==> config.mk <==
export PLATFORM = sky130hd
export DESIGN_NAME = mem_mesh_router_flat
export DESIGN_NICKNAME = d
export VERILOG_FILES = /design/src/rtl/mem_mesh_router_if.sv /design/src/rtl/mem_mesh_router.sv /design/src/flat_wrapper.sv
export SDC_FILE = /design/constraint.sdc
export NUM_CORES = 2
export LEC_CHECK = 0
export CORE_UTILIZATION = 35
export DETAILED_ROUTE_END_ITERATION = 7
export PLACE_DENSITY_LB_ADDON = 0.12
export SLEW_MARGIN = 20
export SYNTH_ARGS = -nofsm -noshare
export SYNTH_HDL_FRONTEND = slang
export SYNTH_SLANG_ARGS = --single-unit
==> constraint.sdc <==
create_clock -name clk -period 7.5 [get_ports clk]
set_clock_uncertainty 0.15 [all_clocks]
set_input_delay 0.75 -clock clk [delete_from_list [all_inputs] [get_ports clk]]
set_output_delay 0.75 -clock clk [all_outputs]
set_load 0.05 [all_outputs]
==> src/rtl/mem_mesh_router_if.sv <==
// Valid/ready link bundle for one mesh router: five input channels and five output channels.
// The router takes the slave view; the upstream/downstream fabric (or a bench) takes the master view.
interface mem_mesh_router_if #(
    parameter int FLIT_W = 73
);
    logic [4:0]          in_valid;
    logic [5*FLIT_W-1:0] in_flit;
    logic [4:0]          in_ready;
    logic [4:0]          out_valid;
    logic [5*FLIT_W-1:0] out_flit;
    logic [4:0]          out_ready;

    modport slave (
        input  in_valid, in_flit, out_ready,
        output in_ready, out_valid, out_flit
    );

    modport master (
        output in_valid, in_flit, out_ready,
        input  in_ready, out_valid, out_flit
    );
endinterface

==> src/rtl/mem_mesh_router.sv <==
// 5-port wormhole mesh router: per-input FIFOs, XY routing, per-output round-robin arbitration
// with an optional priority class, and output locking from head flit until tail flit.
module mem_mesh_router #(
    parameter int PAYLOAD_W    = 64,
    parameter int COORD_W      = 3,
    parameter int ROUTER_X     = 0,
    parameter int ROUTER_Y     = 0,
    parameter int BUFFER_DEPTH = 4,
    parameter int PRIO_EN      = 1
) (
    input  logic              clk,
    input  logic              rst_n,
    mem_mesh_router_if.slave  link,
    output logic [4:0]        out_locked,
    output logic              err_sticky
);
    localparam int FLIT_W = PAYLOAD_W + 3 + 2*COORD_W;
    localparam int PTR_W  = $clog2(BUFFER_DEPTH);
    localparam int CNT_W  = PTR_W + 1;
    localparam int HEAD_B = FLIT_W - 1;
    localparam int TAIL_B = FLIT_W - 2;
    localparam int PRIO_B = FLIT_W - 3;
    localparam int DX_LSB = PAYLOAD_W;
    localparam int DY_LSB = PAYLOAD_W + COORD_W;
    localparam logic [COORD_W-1:0] MY_X     = COORD_W'(ROUTER_X);
    localparam logic [COORD_W-1:0] MY_Y     = COORD_W'(ROUTER_Y);
    localparam logic [CNT_W-1:0]   FULL_CNT = CNT_W'(BUFFER_DEPTH);
    localparam logic [2:0] P_LOCAL = 3'd0;
    localparam logic [2:0] P_NORTH = 3'd1;
    localparam logic [2:0] P_SOUTH = 3'd2;
    localparam logic [2:0] P_EAST  = 3'd3;
    localparam logic [2:0] P_WEST  = 3'd4;

    typedef enum logic {ST_IDLE = 1'b0, ST_LOCKED = 1'b1} out_state_e;

    function automatic logic [2:0] wrap5(input logic [3:0] v);
        if (v >= 4'd5) return 3'(v - 4'd5);
        else           return v[2:0];
    endfunction

    logic [FLIT_W-1:0] r_mem [5][BUFFER_DEPTH];
    logic [PTR_W-1:0]  r_wr_ptr [5];
    logic [PTR_W-1:0]  r_rd_ptr [5];
    logic [CNT_W-1:0]  r_count [5];
    logic [4:0]        r_in_locked;
    out_state_e        r_state [5];
    logic [2:0]        r_owner [5];
    logic [2:0]        r_rr_ptr [5];
    logic              r_err;

    logic [FLIT_W-1:0] w_front [5];
    logic [2:0]        w_route [5];
    logic [2:0]        w_gnt_idx [5];
    logic [2:0]        w_src [5];
    logic [4:0]        w_cand [5];
    logic [4:0]        w_pcand [5];
    logic [4:0]        w_sel [5];
    logic [4:0]        w_empty, w_push, w_pop, w_orphan;
    logic [4:0]        w_grant, w_valid, w_fire, w_fire_tail;

    // FIFO fronts, XY route of each front flit, orphan detection and input ready
    always_comb begin
        for (int p = 0; p < 5; p++) begin
            w_front[p]        = r_mem[p][r_rd_ptr[p]];
            w_empty[p]        = (r_count[p] == {CNT_W{1'b0}});
            link.in_ready[p]  = (r_count[p] != FULL_CNT);
            w_push[p]         = link.in_valid[p] && (r_count[p] != FULL_CNT);
            // A non-head front on an input without a lock can never be forwarded
            w_orphan[p]       = !w_empty[p] && !w_front[p][HEAD_B] && !r_in_locked[p];
            if (w_front[p][DX_LSB +: COORD_W] > MY_X)      w_route[p] = P_EAST;
            else if (w_front[p][DX_LSB +: COORD_W] < MY_X) w_route[p] = P_WEST;
            else if (w_front[p][DY_LSB +: COORD_W] > MY_Y) w_route[p] = P_SOUTH;
            else if (w_front[p][DY_LSB +: COORD_W] < MY_Y) w_route[p] = P_NORTH;
            else                                           w_route[p] = P_LOCAL;
        end
    end

    // Same-cycle arbitration for idle outputs: priority filter, then round-robin from rr_ptr
    always_comb begin
        for (int o = 0; o < 5; o++) begin
            w_grant[o]   = 1'b0;
            w_gnt_idx[o] = 3'd0;
            for (int p = 0; p < 5; p++) begin
                w_cand[o][p]  = !w_empty[p] && w_front[p][HEAD_B] && (w_route[p] == 3'(o)) &&
                                !r_in_locked[p] && (r_state[o] == ST_IDLE);
                w_pcand[o][p] = w_cand[o][p] && w_front[p][PRIO_B];
            end
            if ((PRIO_EN != 0) && (|w_pcand[o])) w_sel[o] = w_pcand[o];
            else                                 w_sel[o] = w_cand[o];
            // Scan downwards so the candidate closest to rr_ptr is written last and wins
            for (int k = 4; k >= 0; k--) begin
                if (w_sel[o][wrap5(4'(r_rr_ptr[o]) + 4'(k))]) begin
                    w_grant[o]   = 1'b1;
                    w_gnt_idx[o] = wrap5(4'(r_rr_ptr[o]) + 4'(k));
                end else begin
                    w_grant[o]   = w_grant[o];
                end
            end
        end
    end

    // Crossbar: each output forwards its owner's front (or the head being granted) and pops it
    always_comb begin
        link.out_flit = '0;
        w_pop         = w_orphan;
        for (int o = 0; o < 5; o++) begin
            if (r_state[o] == ST_LOCKED) begin
                w_src[o]   = r_owner[o];
                w_valid[o] = !w_empty[r_owner[o]];
            end else begin
                w_src[o]   = w_gnt_idx[o];
                w_valid[o] = w_grant[o];
            end
            w_fire[o]          = w_valid[o] && link.out_ready[o];
            w_fire_tail[o]     = w_fire[o] && w_front[w_src[o]][TAIL_B];
            link.out_valid[o]  = w_valid[o];
            if (w_valid[o]) link.out_flit[o*FLIT_W +: FLIT_W] = w_front[w_src[o]];
            else            link.out_flit[o*FLIT_W +: FLIT_W] = {FLIT_W{1'b0}};
        end
        for (int p = 0; p < 5; p++) begin
            for (int o = 0; o < 5; o++) begin
                w_pop[p] = w_pop[p] | (w_fire[o] && (w_src[o] == 3'(p)));
            end
        end
    end

    // Input FIFO storage and occupancy
    always_ff @(posedge clk) begin
        if (!rst_n) begin
            for (int p = 0; p < 5; p++) begin
                r_wr_ptr[p] <= {PTR_W{1'b0}};
                r_rd_ptr[p] <= {PTR_W{1'b0}};
                r_count[p]  <= {CNT_W{1'b0}};
            end
        end else begin
            for (int p = 0; p < 5; p++) begin
                if (w_push[p]) begin
                    r_mem[p][r_wr_ptr[p]] <= link.in_flit[p*FLIT_W +: FLIT_W];
                    r_wr_ptr[p]           <= r_wr_ptr[p] + PTR_W'(1'b1);
                end
                if (w_pop[p]) r_rd_ptr[p] <= r_rd_ptr[p] + PTR_W'(1'b1);
                case ({w_push[p], w_pop[p]})
                    2'b10:   r_count[p] <= r_count[p] + CNT_W'(1'b1);
                    2'b01:   r_count[p] <= r_count[p] - CNT_W'(1'b1);
                    default: r_count[p] <= r_count[p];
                endcase
            end
        end
    end

    // Per-output lock FSM, round-robin pointers and sticky orphan error
    always_ff @(posedge clk) begin
        if (!rst_n) begin
            r_in_locked <= 5'b00000;
            r_err       <= 1'b0;
            for (int o = 0; o < 5; o++) begin
                r_state[o]  <= ST_IDLE;
                r_owner[o]  <= 3'd0;
                r_rr_ptr[o] <= 3'd0;
            end
        end else begin
            if (|w_orphan) r_err <= 1'b1;
            for (int o = 0; o < 5; o++) begin
                case (r_state[o])
                    ST_IDLE: begin
                        if (w_grant[o]) begin
                            r_rr_ptr[o] <= wrap5(4'(w_gnt_idx[o]) + 4'd1);
                            r_owner[o]  <= w_gnt_idx[o];
                            // A single-flit packet grants and releases in the same cycle
                            if (!w_fire_tail[o]) begin
                                r_state[o]                <= ST_LOCKED;
                                r_in_locked[w_gnt_idx[o]] <= 1'b1;
                            end
                        end
                    end
                    ST_LOCKED: begin
                        if (w_fire_tail[o]) begin
                            r_state[o]             <= ST_IDLE;
                            r_in_locked[r_owner[o]] <= 1'b0;
                        end
                    end
                    default: r_state[o] <= ST_IDLE;
                endcase
            end
        end
    end

    always_comb begin
        for (int o = 0; o < 5; o++) begin
            out_locked[o] = (r_state[o] == ST_LOCKED);
        end
        err_sticky = r_err;
    end
endmodule

==> src/flat_wrapper.sv <==
// flat-port wrapper written by rule: the top's interface ports become plain ports
module mem_mesh_router_flat 
#(
    parameter int PAYLOAD_W    = 64,
    parameter int COORD_W      = 3,
    parameter int ROUTER_X     = 0,
    parameter int ROUTER_Y     = 0,
    parameter int BUFFER_DEPTH = 4,
    parameter int PRIO_EN      = 1
)
  (clk, rst_n, out_locked, err_sticky, link_in_valid, link_in_flit, link_out_ready, link_in_ready, link_out_valid, link_out_flit);
  mem_mesh_router_if #(.FLIT_W(((64) + 3 + 2*(3)))) link_i ();
  input  logic clk;
  input  logic rst_n;
  output logic [4:0] out_locked;
  output logic err_sticky;
  input wire logic [$bits(link_i.in_valid)-1:0] link_in_valid;
  input wire logic [$bits(link_i.in_flit)-1:0] link_in_flit;
  input wire logic [$bits(link_i.out_ready)-1:0] link_out_ready;
  output wire logic [$bits(link_i.in_ready)-1:0] link_in_ready;
  output wire logic [$bits(link_i.out_valid)-1:0] link_out_valid;
  output wire logic [$bits(link_i.out_flit)-1:0] link_out_flit;
  assign link_i.in_valid = link_in_valid;
  assign link_i.in_flit = link_in_flit;
  assign link_i.out_ready = link_out_ready;
  assign link_in_ready = link_i.in_ready;
  assign link_out_valid = link_i.out_valid;
  assign link_out_flit = link_i.out_flit;
  mem_mesh_router #(.PAYLOAD_W(PAYLOAD_W), .COORD_W(COORD_W), .ROUTER_X(ROUTER_X), .ROUTER_Y(ROUTER_Y), .BUFFER_DEPTH(BUFFER_DEPTH), .PRIO_EN(PRIO_EN)) u_core (.clk(clk), .rst_n(rst_n), .link(link_i), .out_locked(out_locked), .err_sticky(err_sticky));
endmodule
Word level (Yosys, flattened, before mapping)
Memory sizes are Yosys's and may differ from the RTL's. Cells that the tools add are included.

Add/subtract/negate cells: 75. $mul: 0. Div/mod/pow operators: 0. Order comparisons: 115. Eq/ne operators: 55. Shift operators: 0. Mux-type cells: 470. Bitwise operators: 105. Reduce and logical (&&, ||, !) cells: 216.

Operators by type and width (number): 73-bit 2-to-1 mux (30); 292-bit 2-to-1 mux (5); 73-bit binary-select mux with 3-bit select (5); 73-bit binary-select mux with 2-bit select (5); 73-bit demux with 2-bit select (5); 3-bit 2-to-1 mux (114); 1-bit 2-to-1 mux (226); 1-bit logical AND (170); 3-bit by 4-bit < comparator with 1-bit output, second input constant (35); 5-bit 2-to-1 mux (24); 4-bit by 3-bit >= comparator with 1-bit output, second input constant (25); 1-bit binary-select mux with 3-bit select (30); 3-bit subtractor, second input constant (30); 1-bit OR (70); 3-bit by 2-bit equality test with 1-bit output, second input constant (20); 5-bit case mux with 2 select lines (5); 3-bit >= comparator, second input constant (15); 3-bit zero test (15); 3-bit by 1-bit < comparator with 1-bit output, second input constant (15); 3-bit by 1-bit adder with 4-bit output, second input constant (10); 3-bit by 2-bit adder with 4-bit output, second input constant (10); 1-bit demux with 3-bit select (10); 3-bit by 1-bit equality test with 1-bit output, second input constant (10); 3-bit equality test, second input constant (10); other kinds (20) (142).

Flip-flop bits (word level): 6. Bits in latches: 0. Bits in writable memories: 1530. Bits in read-only memories: 0. Bits of input ports: 377. Output and inout bits: 381. Word-level logic and storage cells: 1045. Memories: 7.

Memory list: u_core.r_mem (depth 5, bits a word 292, rd ports 5, clocked after memory_dff 0, write ports 5, RTL line mem_mesh_router.sv:41) `logic [FLIT_W-1:0] r_mem [5][BUFFER_DEPTH];`; u_core.r_count (depth 5, bits a word 3, rd ports 5, clocked after memory_dff 0, write ports 5, RTL line mem_mesh_router.sv:44) `logic [CNT_W-1:0] r_count [5];`; u_core.r_owner (depth 5, bits a word 3, rd ports 5, clocked after memory_dff 0, write ports 5, RTL line mem_mesh_router.sv:47) `logic [2:0] r_owner [5];`; u_core.r_rr_ptr (depth 5, bits a word 3, rd ports 5, clocked after memory_dff 0, write ports 5, RTL line mem_mesh_router.sv:48) `logic [2:0] r_rr_ptr [5];`; u_core.r_rd_ptr (depth 5, bits a word 2, rd ports 5, clocked after memory_dff 0, write ports 5, RTL line mem_mesh_router.sv:43) `logic [PTR_W-1:0] r_rd_ptr [5];`; u_core.r_wr_ptr (depth 5, bits a word 2, rd ports 5, clocked after memory_dff 0, write ports 5, RTL line mem_mesh_router.sv:42) `logic [PTR_W-1:0] r_wr_ptr [5];`; 1 more memories.

Logic depth before layout (Yosys ltp)
An unclocked memory read counts as a cell.

Word-level depth: 53. Gate-level depth with buffers: 25.

Least setup slack after synthesis
No wires, ideal clock.

Kind: flip-flop to output port. Start: mem u_core.r_rd_ptr[0][6] in the netlist's numbering. End: out link_out_flit[146]. Arrival time: 5.152 ns. Required time: 6.600 ns. Slack: 1.448 ns. Cell stages (with the launch flop): 17. Path buffers: 5. Cell sequence: edfxtp_1 > buf_6 > buf_6 > mux4_2 > or3_1 > buf_2 > or4_4 > a41oi_1 > o221ai_2 > or4b_4 > a211oi_2 > nor2_1 > nor3_1 > clkbuf_1 > buf_2 > nand2_1 > a21oi_1.

RTL lines: from (decl) (RTL line mem_mesh_router.sv:43); to (decl) (RTL line flat_wrapper.sv:22) `output wire logic [$bits(link_i.out_flit)-1:0] link_out_flit;`.

==> reports/results.txt <==
Critical path peak fanout = 21
Overall routing resource usage = 31.5%
Count of input and output buffers = 757
Layout cells sized above 1 = 20.4%
Hpwl dp = 253 mm
CP cell instances = buf_12, mux4_2, or3_1, nor4_4, nor2_1, a32oi_2, a221oi_1, or3_1, o31a_1, o21ai_4, nor3_4, buf_12, a32oi_1, nor2_1, buf_12
Fin crit share = 98.6%
Iteration-0 DRC Markers = 6877
GRT overflow = 0
Worst-Skew Late Latency = 0.82 ns
Post-synth EDFFs = 1520
CTS Hold Bufs = 0
Via Count = 56.2k
Commonest non-fill, non-tap cells in the layout = edfxtp_1, nand2_1, clkdlybuf4s50_1
Vias in the first global route = 54.5k
Arrival @ worst endpoint = 6.50 ns
WL per Instance = 36.9 microns
Sink Count = 1527
CP startpoint kind = register
Row cnt = 169
Clk pin slew, worst setup/hold paths = 0.06 ns
Core ar. = 213000 sq um
Post-synthesis sequential area ratio = 61.1%
Number of library cell types mapped by synthesis = 106
Drc violations = 58
Post-synth top area share = 60.9%
Max clock buf depth = 3
Io pins = 758
Clock Root Buffer = clkbuf_16
Syn Area/Cell = 13.6 sq um
Via density = 5.97
Type of the worst min-delay path = in2reg
Critical Path RT = 6.60 ns
Post-synth ARST share = 0%
Worst path bufs/invs = 3
H-tree depth = 4
Count of final setup violators = 0
Drt total wl = 347 mm
Die Footprint = 216000 sq um
Area Overhead vs Synth = 27.2%
Synthesized area = 74900 sq um
Failing checks = DRC
Most used cell, CP = buf_12
Slowest stage delay, CP = 0.72 ns
Crit end category = primary output
Most common cell after layout, fill and taps aside = edfxtp_1
Largest cells by area after synthesis = edfxtp_1, mux4_2, mux2i_1
Family with the most delay on the worst path = compound AO/OA/AOI/OAI gates
Peak Freq = 0.135 GHz
Initial antenna violation count = 99
Slowest cell on crit path = a32oi_1
Initial core utilization = 35.3%
Synth area leader = edfxtp_1
Ys Warns = 0
Crit path kind = reg2out
Die Span Y = 465 microns
Final core occ = 44.9%
Number of CTS-inserted buffers = 168
Status = finished with violations
Worst-margin pin slew = 1.19 ns
Largest net degree at the start of global routing = 77
Prevailing post-synth register cell = edfxtp_1
Fin. Hold Viols = 0
#FFs+latches synth = 1527
First drt pass iteration count = 8
Mapped Cells = 5495
CTS tree = yes
Tmin final = 7.40 ns
Worst rel slew slack = 19.8%
Die W = 465 microns
Gpl congestion = 0.963
Layout Nets = 6855
Final ANT Viol Nets = 0
Max-slew violations = 0
Max Cap Violations = 0
RSZ-0062 raised after global routing = true
First-pass GRT wire length = 467 mm
[worst paths after layout]
check                                            from                    to  slack [ns]  depth (start not counted)
worst max-delay path            u_core.r_rd_ptr[0][2]     link_out_flit[18]        0.10                         15
worst min-delay path                            rst_n     u_core.r_state[4]        0.14                          3
worst max register to register  u_core.r_rd_ptr[0][0]  u_core.r_count[4][2]        0.95                         22
worst min register to register      u_core.r_state[4]     u_core.r_state[4]        0.39                          2
[cells by family after synthesis]
| logic type | Yosys count | synth area share [%] |
|---|---|---|
| xor gates and xnor gates | 37 | 0.432 |
| and+or+nand+nor | 1785 | 10.8 |
| AOI/OAI and AO/OA | 840 | 7.65 |
| muxes | 754 | 16.2 |
| DFF | 1527 | 61.1 |
| buffers and inverters | 480 | 2.55 |
| other | 1 | 0.00500 |
| adders and majority gates | 71 | 1.26 |
[routing by layer]
layer / part of all wire (%) / global-route usage (%)
met2: 47 / 50.1
met1: 37 / 38.0
met4: 8.6 / 23.0
met5: 0.12 / 0
met3: 7.4 / 6.37
[worst min-delay path: cells and delay by family]
family                 cells  cell delay [ns]
buffers and inverters      1             0.18
AOI/OAI and AO/OA          1             0.03
and+or+nand+nor            1             0.09
[Yosys cell counts (9+ instances only)]
library cell	count
edfxtp_1	1520
nand2_1	820
mux2i_1	383
mux4_2	367
nor2_1	342
clkbuf_1	282
nand3_1	234
a32oi_1	186
o21ai_0	185
a21oi_1	178
and3_1	94
inv_1	77
ha_1	64
nor3_1	60
buf_1	59
o22ai_1	50
buf_2	43
a211oi_1	37
and2_1	36
xnor2_1	31
nand4_1	28
nand2b_1	27
or3_1	27
a31oi_1	24
nor4_1	19
nor2b_1	17
o211ai_1	16
a21o_1	13
o21a_1	11
or4_1	11
nor3b_1	10
or2_2	10
a31o_2	9
buf_4	9
o21ai_1	9
[registers in the layout (all words and copies together) (netlist names)]
signal	flops
u_core.r_mem	1460
u_core.r_in_locked	5
u_core.r_wr_ptr	10
u_core.r_count	15
u_core.r_owner	12
u_core.err_sticky	1
u_core.r_rd_ptr	10
u_core.r_rr_ptr	9
u_core.r_state	5
[repair_timing]
item / CTS / global route
resized for setup: 11 / 22
cloned: 0 / 1
endpoints found under the setup margin: 106 / 181
pin swaps: 3 / 3
buffers inserted: 14 / 20
[final cells by class]
class                           count  area [sq um]
Fill cell                       19100        117000
Sequential cell                  1527         45800
Multi-Input combinational cell   3490         27700
Timing Repair Buffer             1136         12500
Clock buffer                      202          4420
Tap cell                         2821          3530
Clock inverter                     98          1010
Inverter                           84           315
Antenna cell                       51           128
[stage by stage]
stage | worst slack (ns) | setup TNS, ns | hold slack, ns | instance area (sq um) | std cells
6_report | 0.103 | 0 | 0.143 | 95300 | 9409
4_1_cts | 0.0105 | 0 | 0.0991 | 94900 | 9337
3_5_place_dp | 0.392 | 0 | 0.371 | 89300 | 9023
5_1_grt | -0.0132 | -0.0340 | 0.125 | 95300 | 9392
2_1_floorplan | 1.45 | 0 | 0.393 | 75000 | 5497
3_3_place_gp | 0.365 | 0 | 0.372 | 89300 | 9023
Power is left out: the tool's default activity adds up to more than one toggle a clock period on the data nets, which glitch-free logic cannot reach.
